### src/rtl/beta_fetch_unit_if.sv
`default_nettype none
// ============================================================================
// Module   : beta_fetch_unit_if
// Brief    : Instruction-memory and decode-side bundle for the fetch stage.
// Revision : 1.0 - initial release
// ============================================================================
interface beta_fetch_unit_if #(
    parameter int DATA_WIDTH = 32,
    parameter int ADDR_WIDTH = 32
) ();
    logic                  imem_req_o;
    logic [ADDR_WIDTH-1:0] imem_addr_o;
    logic                  imem_gnt_i;
    logic                  imem_rvalid_i;
    logic [DATA_WIDTH-1:0] imem_rdata_i;
    logic                  imem_err_i;
    logic                  if_redirect_i;
    logic [ADDR_WIDTH-1:0] if_redirect_addr_i;
    logic                  if_instr_valid_o;
    logic                  if_instr_ready_i;
    logic [DATA_WIDTH-1:0] if_instr_o;
    logic [ADDR_WIDTH-1:0] if_pc_o;
    logic                  if_err_o;
    logic                  if_misaligned_o;

    modport master (
        output imem_req_o, imem_addr_o,
        input  imem_gnt_i, imem_rvalid_i, imem_rdata_i, imem_err_i,
        input  if_redirect_i, if_redirect_addr_i, if_instr_ready_i,
        output if_instr_valid_o, if_instr_o, if_pc_o, if_err_o, if_misaligned_o
    );

    modport slave (
        input  imem_req_o, imem_addr_o,
        output imem_gnt_i, imem_rvalid_i, imem_rdata_i, imem_err_i,
        output if_redirect_i, if_redirect_addr_i, if_instr_ready_i,
        input  if_instr_valid_o, if_instr_o, if_pc_o, if_err_o, if_misaligned_o
    );
endinterface
`default_nettype wire

### src/rtl/beta_fetch_unit.sv
`default_nettype none
// ============================================================================
// Module   : beta_fetch_unit
// Brief    : Instruction fetch with in-order prefetch FIFO and redirect flush.
//            BETA_IF_MISALIGN_EXC_EN: misaligned redirect halts and flags.
// Revision : 1.0 - initial release
// ============================================================================
module beta_fetch_unit #(
    parameter int                    DATA_WIDTH = 32,
    parameter int                    ADDR_WIDTH = 32,
    parameter logic [ADDR_WIDTH-1:0] BOOT_ADDR  = 32'h0000_0000,
    parameter int                    FIFO_DEPTH = 2
) (
    input  wire logic         clk_i,
    input  wire logic         rst_i,
    beta_fetch_unit_if.master bus
);
    localparam int         c_ptr_w    = (FIFO_DEPTH > 1) ? $clog2(FIFO_DEPTH) : 1;
    localparam int         c_cnt_w    = $clog2(FIFO_DEPTH + 1) + 1;
    localparam logic [0:0] c_st_run   = 1'b0;
    localparam logic [0:0] c_st_drain = 1'b1;

    logic [0:0]            r_state;
    logic [0:0]            w_state_next;
    logic                  r_req_en;
    logic [ADDR_WIDTH-1:0] r_fetch_pc;
    logic [ADDR_WIDTH-1:0] r_target_pc;
    logic [ADDR_WIDTH-1:0] r_resp_pc;
    logic [c_cnt_w-1:0]    r_outstanding;
    logic [c_cnt_w-1:0]    r_discard;
    logic [c_cnt_w-1:0]    r_count;
    logic [c_ptr_w-1:0]    r_rd_ptr;
    logic [c_ptr_w-1:0]    r_wr_ptr;
    logic [DATA_WIDTH-1:0] r_fifo_instr [FIFO_DEPTH];
    logic [ADDR_WIDTH-1:0] r_fifo_pc    [FIFO_DEPTH];
    logic                  r_fifo_err   [FIFO_DEPTH];

    logic                  w_req;
    logic                  w_gnt;
    logic                  w_redirect;
    logic                  w_drop;
    logic                  w_push;
    logic                  w_pop;
    logic                  w_halt;
    logic                  w_credit_ok;
    logic [c_cnt_w-1:0]    w_inflight;
    logic [c_cnt_w-1:0]    w_out_next;
    logic [ADDR_WIDTH-1:0] w_target;

    function automatic logic [c_ptr_w-1:0] ptr_inc(input logic [c_ptr_w-1:0] p);
        return (p == c_ptr_w'(FIFO_DEPTH - 1)) ? '0 : p + c_ptr_w'(1);
    endfunction

`ifdef BETA_IF_MISALIGN_EXC_EN
    logic r_misaligned;
    logic w_target_mis;

    assign w_target     = bus.if_redirect_addr_i;
    assign w_target_mis = |bus.if_redirect_addr_i[1:0];
    assign w_halt       = r_misaligned;

    always_ff @(posedge clk_i or posedge rst_i) begin
        if (rst_i) begin
            r_misaligned <= 1'b0;
        end else if (w_redirect) begin
            r_misaligned <= w_target_mis;
        end
    end
`else
    assign w_target = bus.if_redirect_addr_i & ~ADDR_WIDTH'(3);
    assign w_halt   = 1'b0;
`endif

    assign w_redirect  = bus.if_redirect_i;
    assign w_gnt       = w_req & bus.imem_gnt_i;
    assign w_inflight  = r_outstanding + r_count;
    assign w_credit_ok = w_inflight < c_cnt_w'(FIFO_DEPTH);
    assign w_drop      = bus.imem_rvalid_i & (r_discard != '0);
    assign w_push      = bus.imem_rvalid_i & (r_discard == '0) & ~w_redirect;
    assign w_pop       = (r_count != '0) & bus.if_instr_ready_i & ~w_redirect;
    // Everything still in flight after this edge, including a same-cycle grant.
    assign w_out_next  = r_outstanding + c_cnt_w'(w_gnt) - c_cnt_w'(bus.imem_rvalid_i);

    // ---------------- FSM: state register ----------------
    always_ff @(posedge clk_i or posedge rst_i) begin
        if (rst_i) begin
            r_state <= c_st_run;
        end else begin
            r_state <= w_state_next;
        end
    end

    // ---------------- FSM: next state ----------------
    always_comb begin
        w_state_next = r_state;
        case (r_state)
            c_st_run:   if (w_redirect && w_req && !bus.imem_gnt_i) w_state_next = c_st_drain;
            c_st_drain: if (bus.imem_gnt_i) w_state_next = c_st_run;
            default:    w_state_next = c_st_run;
        endcase
    end

    // ---------------- FSM: outputs ----------------
    always_comb begin
        w_req = 1'b0;
        if (r_req_en) begin
            w_req = (r_state == c_st_drain) ? 1'b1 : (w_credit_ok && !w_halt);
        end
        bus.imem_req_o       = w_req;
        bus.imem_addr_o      = r_fetch_pc;
        bus.if_instr_valid_o = (r_count != '0);
        bus.if_instr_o       = r_fifo_instr[r_rd_ptr];
        bus.if_pc_o          = r_fifo_pc[r_rd_ptr];
        bus.if_err_o         = r_fifo_err[r_rd_ptr];
        bus.if_misaligned_o  = 1'b0;
`ifdef BETA_IF_MISALIGN_EXC_EN
        if (r_misaligned) begin
            bus.if_instr_valid_o = 1'b1;
            bus.if_instr_o       = '0;
            bus.if_pc_o          = r_target_pc;
            bus.if_err_o         = 1'b0;
            bus.if_misaligned_o  = 1'b1;
        end
`endif
    end

    // ---------------- Fetch address and transaction bookkeeping ----------------
    always_ff @(posedge clk_i or posedge rst_i) begin
        if (rst_i) begin
            r_req_en      <= 1'b0;
            r_fetch_pc    <= BOOT_ADDR;
            r_target_pc   <= BOOT_ADDR;
            r_resp_pc     <= BOOT_ADDR;
            r_outstanding <= '0;
            r_discard     <= '0;
        end else begin
            r_req_en      <= 1'b1;
            r_outstanding <= w_out_next;
            if (w_redirect) begin
                r_target_pc <= w_target;
                r_resp_pc   <= w_target;
                r_discard   <= w_out_next;
                // A pending ungranted beat keeps its address until accepted.
                if (!(w_req && !bus.imem_gnt_i)) begin
                    r_fetch_pc <= w_target;
                end
            end else begin
                r_discard <= r_discard - c_cnt_w'(w_drop)
                           + c_cnt_w'((r_state == c_st_drain) && w_gnt);
                if (w_push) begin
                    r_resp_pc <= r_resp_pc + ADDR_WIDTH'(4);
                end
                if (w_gnt) begin
                    r_fetch_pc <= (r_state == c_st_drain) ? r_target_pc
                                                          : r_fetch_pc + ADDR_WIDTH'(4);
                end
            end
        end
    end

    // ---------------- Prefetch FIFO ----------------
    always_ff @(posedge clk_i or posedge rst_i) begin
        if (rst_i) begin
            r_count  <= '0;
            r_rd_ptr <= '0;
            r_wr_ptr <= '0;
            for (int i = 0; i < FIFO_DEPTH; i++) begin
                r_fifo_instr[i] <= '0;
                r_fifo_pc[i]    <= BOOT_ADDR;
                r_fifo_err[i]   <= 1'b0;
            end
        end else if (w_redirect) begin
            r_count  <= '0;
            r_rd_ptr <= '0;
            r_wr_ptr <= '0;
        end else begin
            r_count <= r_count + c_cnt_w'(w_push) - c_cnt_w'(w_pop);
            if (w_pop) begin
                r_rd_ptr <= ptr_inc(r_rd_ptr);
            end
            if (w_push) begin
                r_fifo_instr[r_wr_ptr] <= bus.imem_err_i ? '0 : bus.imem_rdata_i;
                r_fifo_pc[r_wr_ptr]    <= r_resp_pc;
                r_fifo_err[r_wr_ptr]   <= bus.imem_err_i;
                r_wr_ptr               <= ptr_inc(r_wr_ptr);
            end
        end
    end
endmodule
`default_nettype wire

### src/flat_wrapper.sv
// flat-port wrapper written by rule: the top's interface ports become plain ports
module beta_fetch_unit_flat 
#(
    parameter int                    DATA_WIDTH = 32,
    parameter int                    ADDR_WIDTH = 32,
    parameter logic [ADDR_WIDTH-1:0] BOOT_ADDR  = 32'h0000_0000,
    parameter int                    FIFO_DEPTH = 2
)
  (clk_i, rst_i, bus_imem_req_o, bus_imem_addr_o, bus_imem_gnt_i, bus_imem_rvalid_i, bus_imem_rdata_i, bus_imem_err_i, bus_if_redirect_i, bus_if_redirect_addr_i, bus_if_instr_ready_i, bus_if_instr_valid_o, bus_if_instr_o, bus_if_pc_o, bus_if_err_o, bus_if_misaligned_o);
  beta_fetch_unit_if #(.DATA_WIDTH(DATA_WIDTH), .ADDR_WIDTH(ADDR_WIDTH)) bus_i ();
  input  wire logic clk_i;
  input  wire logic rst_i;
  output wire logic [$bits(bus_i.imem_req_o)-1:0] bus_imem_req_o;
  output wire logic [$bits(bus_i.imem_addr_o)-1:0] bus_imem_addr_o;
  input wire logic [$bits(bus_i.imem_gnt_i)-1:0] bus_imem_gnt_i;
  input wire logic [$bits(bus_i.imem_rvalid_i)-1:0] bus_imem_rvalid_i;
  input wire logic [$bits(bus_i.imem_rdata_i)-1:0] bus_imem_rdata_i;
  input wire logic [$bits(bus_i.imem_err_i)-1:0] bus_imem_err_i;
  input wire logic [$bits(bus_i.if_redirect_i)-1:0] bus_if_redirect_i;
  input wire logic [$bits(bus_i.if_redirect_addr_i)-1:0] bus_if_redirect_addr_i;
  input wire logic [$bits(bus_i.if_instr_ready_i)-1:0] bus_if_instr_ready_i;
  output wire logic [$bits(bus_i.if_instr_valid_o)-1:0] bus_if_instr_valid_o;
  output wire logic [$bits(bus_i.if_instr_o)-1:0] bus_if_instr_o;
  output wire logic [$bits(bus_i.if_pc_o)-1:0] bus_if_pc_o;
  output wire logic [$bits(bus_i.if_err_o)-1:0] bus_if_err_o;
  output wire logic [$bits(bus_i.if_misaligned_o)-1:0] bus_if_misaligned_o;
  assign bus_imem_req_o = bus_i.imem_req_o;
  assign bus_imem_addr_o = bus_i.imem_addr_o;
  assign bus_i.imem_gnt_i = bus_imem_gnt_i;
  assign bus_i.imem_rvalid_i = bus_imem_rvalid_i;
  assign bus_i.imem_rdata_i = bus_imem_rdata_i;
  assign bus_i.imem_err_i = bus_imem_err_i;
  assign bus_i.if_redirect_i = bus_if_redirect_i;
  assign bus_i.if_redirect_addr_i = bus_if_redirect_addr_i;
  assign bus_i.if_instr_ready_i = bus_if_instr_ready_i;
  assign bus_if_instr_valid_o = bus_i.if_instr_valid_o;
  assign bus_if_instr_o = bus_i.if_instr_o;
  assign bus_if_pc_o = bus_i.if_pc_o;
  assign bus_if_err_o = bus_i.if_err_o;
  assign bus_if_misaligned_o = bus_i.if_misaligned_o;
  beta_fetch_unit #(.DATA_WIDTH(DATA_WIDTH), .ADDR_WIDTH(ADDR_WIDTH), .BOOT_ADDR(BOOT_ADDR), .FIFO_DEPTH(FIFO_DEPTH)) u_core (.clk_i(clk_i), .rst_i(rst_i), .bus(bus_i));
endmodule
### config.mk
export PLATFORM = sky130hd
export DESIGN_NAME = beta_fetch_unit_flat
export DESIGN_NICKNAME = d
export VERILOG_FILES = /design/src/rtl/beta_fetch_unit_if.sv /design/src/rtl/beta_fetch_unit.sv /design/src/flat_wrapper.sv
export SDC_FILE = /design/constraint.sdc
export NUM_CORES = 1
export LEC_CHECK = 0
export BUFFER_PORTS_ARGS = -buffer_cell sky130_fd_sc_hd__buf_4
export CAP_MARGIN = 25
export CORE_MARGIN = 2
export CORE_UTILIZATION = 55
export DETAILED_ROUTE_END_ITERATION = 10
export GPL_TIMING_DRIVEN = 0
export PLACE_DENSITY = 0.78
export SLEW_MARGIN = 20
export SYNTH_ARGS = -nofsm -noshare
export SYNTH_HDL_FRONTEND = slang
export SYNTH_SLANG_ARGS = --single-unit
### constraint.sdc
create_clock -name clk_i -period 8 [get_ports clk_i]
set_clock_uncertainty 0.2 [all_clocks]
set_input_delay 0.4 -clock clk_i [delete_from_list [all_inputs] [get_ports clk_i]]
set_output_delay 0.4 -clock clk_i [all_outputs]
set_load 0.05 [all_outputs]
==> flow_summary.ini <==
[run_status]
status = complete, no violations

[floorplanning]
placement_rows = 52
die_area_um2 = 21810
ios = 171
initial_utilization_pct = 56.12
core_region_area_um2 = 20230
die_width_um = 147.7
dieHeight_um = 147.7

[critical_path]
max_stage_delay_ns = 0.55
setup.worst_path.start = u_core.r_state
crit_cells = 7
reg2regPathDepth = 7
critPathMostFrequentCell = sky130_fd_sc_hd__clkbuf_1
path_delay_family = buffers and inverters
reg2reg_to = u_core.r_discard[1]
critPathCapture = u_core.r_discard[1]
worst_setup_path_start_kind = flip-flop
path_cells = clkbuf_1, clkbuf_1, clkbuf_1, and3_1, ha_1, fa_1, mux2_2
max_fo_critical_path = 10
crit_path_end_kind = flip-flop
timing_worst_setup_path_type = flip-flop to flip-flop
cpMaxStageDelayCell = sky130_fd_sc_hd__clkbuf_1
cp.arrival_ns = 3.37
buffers_plus_inverters_on_the_worst_setup_path = 3
r2r_start = u_core.r_state
cp.required_ns = 8.21
rrSetupSlack_ns = 4.84

[synthesis]
yosys.cell_count.top_type = sky130_fd_sc_hd__dfrtp_1
yosysTopAreaCellShare_pct = 50.47
yosys-top-cells-count = 229 x sky130_fd_sc_hd__dfrtp_1, 133 x sky130_fd_sc_hd__nand2_1, 110 x sky130_fd_sc_hd__o21ai_0, 99 x sky130_fd_sc_hd__mux2_2, 50 x sky130_fd_sc_hd__clkbuf_1
synth-compound-area-share_pct = 12.42
synth_top_flop_cell = sky130_fd_sc_hd__dfrtp_1
ys_types = 64
syn-instance-count = 1089
synth_fa_ha_area_share_pct = 1.587
synth.largest_area_cell = sky130_fd_sc_hd__dfrtp_1
synth_sequential_area_ratio_pct = 50.47
synth.cell_area_um2 = 11350
synth.area.mux_share_pct = 13.74
netlist_top_cells_area = sky130_fd_sc_hd__dfrtp_1 50%, sky130_fd_sc_hd__mux2_2 9.8%, sky130_fd_sc_hd__o21ai_0 4.8%, sky130_fd_sc_hd__nand2_1 4.4%, sky130_fd_sc_hd__mux2_4 3.8%
number_of_enable_type_register_cells_in_the_synthesized_netlist = 0
synthesis.yosys.warnings = 0
dominant_combinational_cell_family_by_area_after_synthesis = multiplexers
post_synth.cell_area_avg_um2 = 10.43
fraction_of_synthesis_flops_using_an_asynchronous_set_or_reset_pin_pct = 100.0
yosys_register_bits = 229
yosys.area_share.xor_xnor_pct = 3.295
synth_simple_gate_area_share_pct = 13.66

[grt]
global_route.usage.met3_pct = 4.136
use_met1_pct = 40.77
antenna_violations_before_repair = 0
global_route_wire_length_before_repair_um = 51140
grt_overflow = 0
use_met2_pct = 48.33
grt_pass1_vias = 9623
grt_busiest_layer = met2
grt_max_degree = 101
gr-usage-all-layers_pct = 29.41

[cells_and_area]
num_antenna_cells = 0
final_layout_size_suffix_gt1_share_pct = 26.53
layout.cell_area.non_filler_um2 = 14280
flow.area_growth_from_synthesis_pct = 25.75
finish.net_count = 1421

[sta]
layout_worst_path_cycle_share_pct = 39.53
worst-slew-pin-transition_ns = 0.9834
setup-violations-final = 0
rsz0062_at_grt = false
final-max-slew-violation-count = 0
period_needed_ns = 3.162
max_freq_mhz = 316.2
slew-limit-headroom_pct = 33.94
fin_setup_tns_ns = 0
timing.final.hold_violations = 0

[route]
detail_route.wl_per_cell_um = 19.44
route.antenna.remaining_nets = 0
wl_final_um = 31550
drt_iter0_markers = 780
drtPass1Iterations = 5
avgViaCountPerCell = 5.870
drt_drc_violations_left = 0
routed-via-count = 9527

[clocking]
cts.clk_slew.worst_paths_ns = 0.06
clkLatencyLatePin_ns = 0.53
cts-root-to-sink-buffers = 3
tritoncts_num_sinks = 229
post_cts_resize_count = 0
cts_tree = done
numCtsBuffers = 25
cts.htree.levels = 1
clk_root_buffer_cell = sky130_fd_sc_hd__clkbuf_16

[pwr]
power_density_nw_per_um2 = 364.0
vdd_drop_max_uv = 323.0
power.static_leakage_nw = 6.649

[job]
cap_viol_max_count = 0

[place]
detailed_place_hpwl_um = 21760
globalplace.congestion = 0.9947
port_buffers = 163
area_of_placed_instances_um2 = 12990

[worst_hold_path]
min_delay_src = bus_if_redirect_addr_i[16]
worstHoldPathType = primary input to flip-flop
## worst register-to-register path: cells and delay by family, from the launching register on
family                     cells  cell delay, ns
and+or+nand+nor                1            0.26
DFF                            1            0.34
muxes                          1            0.26
buffers and inverters          3            1.40
adders and majority gates      2            0.59
## report_power, final
| group | leakage, nW | total [mW] | internal (mW) | switching (mW) |
|---|---|---|---|---|
| combinational | 3.33 | 2.38 | 0.875 | 1.51 |
| sequential | 2.94 | 1.74 | 1.46 | 0.277 |
| clock | 0.376 | 1.08 | 0.619 | 0.459 |
| total | 6.65 | 5.20 | 2.96 | 2.24 |
## area by class of cell
cell class,count,area [um^2]
plain buffers,73,360.3
well taps,270,337.8
inverters,48,187.7
repair buffers,218,1809
fillers,1463,5956
multi-input cells,743,5099
clock buffers,36,716.9
clock inverters,6,37.54
flip-flops and latches,229,5731
## sequential cells by signal, indices dropped and copies added (netlist names)
signal                  flops
u_core.r_fifo_err           2
u_core.r_req_en             1
u_core.r_outstanding        3
u_core.bus.imem_addr_o     30
u_core.r_rd_ptr             1
u_core.r_target_pc         30
u_core.r_fifo_pc           60
u_core.r_state              1
u_core.r_resp_pc           30
u_core.r_wr_ptr             1
u_core.r_discard            3
u_core.r_count              3
u_core.r_fifo_instr        64
## logic make-up after synthesis
family | count (synthesis)
AND/OR/NAND/NOR | 312
AO/OA/AOI/OAI | 243
flip-flops | 229
multiplexers | 129
buffers and inverters | 121
XOR/XNOR | 41
adder cells (fa/ha/maj) | 12
other | 2
## routing by layer
metal | vias up | share of wire (%)
li1 | 4303 | -
met1 | 4721 | 42
met2 | 439 | 48
met3 | 64 | 7.6
met4 | 0 | 2.5
met5 | - | 0
## per-stage QoR
stage	util [%]	instances	total power [mW]	hold slack, ns	setup slack, ns
3_3_place_gp	63.91	1526	4.030	0.2549	-1.314
2_1_floorplan	-	1093	3.393	0.2444	1.124
6_report	70.57	1623	5.198	0.007121	4.838
3_5_place_dp	64.22	1528	4.087	0.2414	4.403
5_1_grt	70.57	1623	5.438	0.01252	4.709
4_1_cts	70.57	1623	5.196	0.0006905	4.843
## placed cells by master, fill, tap and decap left out, drive strengths merged, types with 4 or more instances in the layout
cell type    Yosys  layout
a2bb2oi          5       5
fa               4       4
and2             6       6
a31oi           10      10
ha               8       8
nor4            13      13
or3              4       4
xnor2           19      19
clkinv           0       4
inv             48      50
nand2b          35      35
clkbuf          51      87
nand3           28      28
dfrtp          229     229
dlygate4sd3      0      53
nor2            40      40
nand2          133     133
a221o            5       5
nor3             5       5
mux2           128     128
a21oi           42      42
o31ai            4       4
and4             6       6
buf             22     187
and3            10      10
o21ai          140     140
xor2            21      21
conb             2       6
nand4           23      23
## timing repair
| item | in CTS | in global routing |
|---|---|---|
| hold endpoints to repair | 146 | 0 |
| setup buffers | 0 | 0 |
| hold buffers | 53 | 0 |
## how the worst min path moves through the flow
stage	end	slack (ns)	cells after the start
final	u_core.bus.imem_addr_o[16]	0.007	3
after global routing	u_core.bus.imem_addr_o[7]	0.01	3
after CTS	u_core.r_resp_pc[14]	0.0007	3
after detailed placement	u_core.r_fifo_instr[26]	0.24	2
after global placement	u_core.r_fifo_instr[16]	0.25	2
after floorplan	u_core.r_fifo_instr[0]	0.24	2
Note: power is estimated with default switching activity, not from simulation.
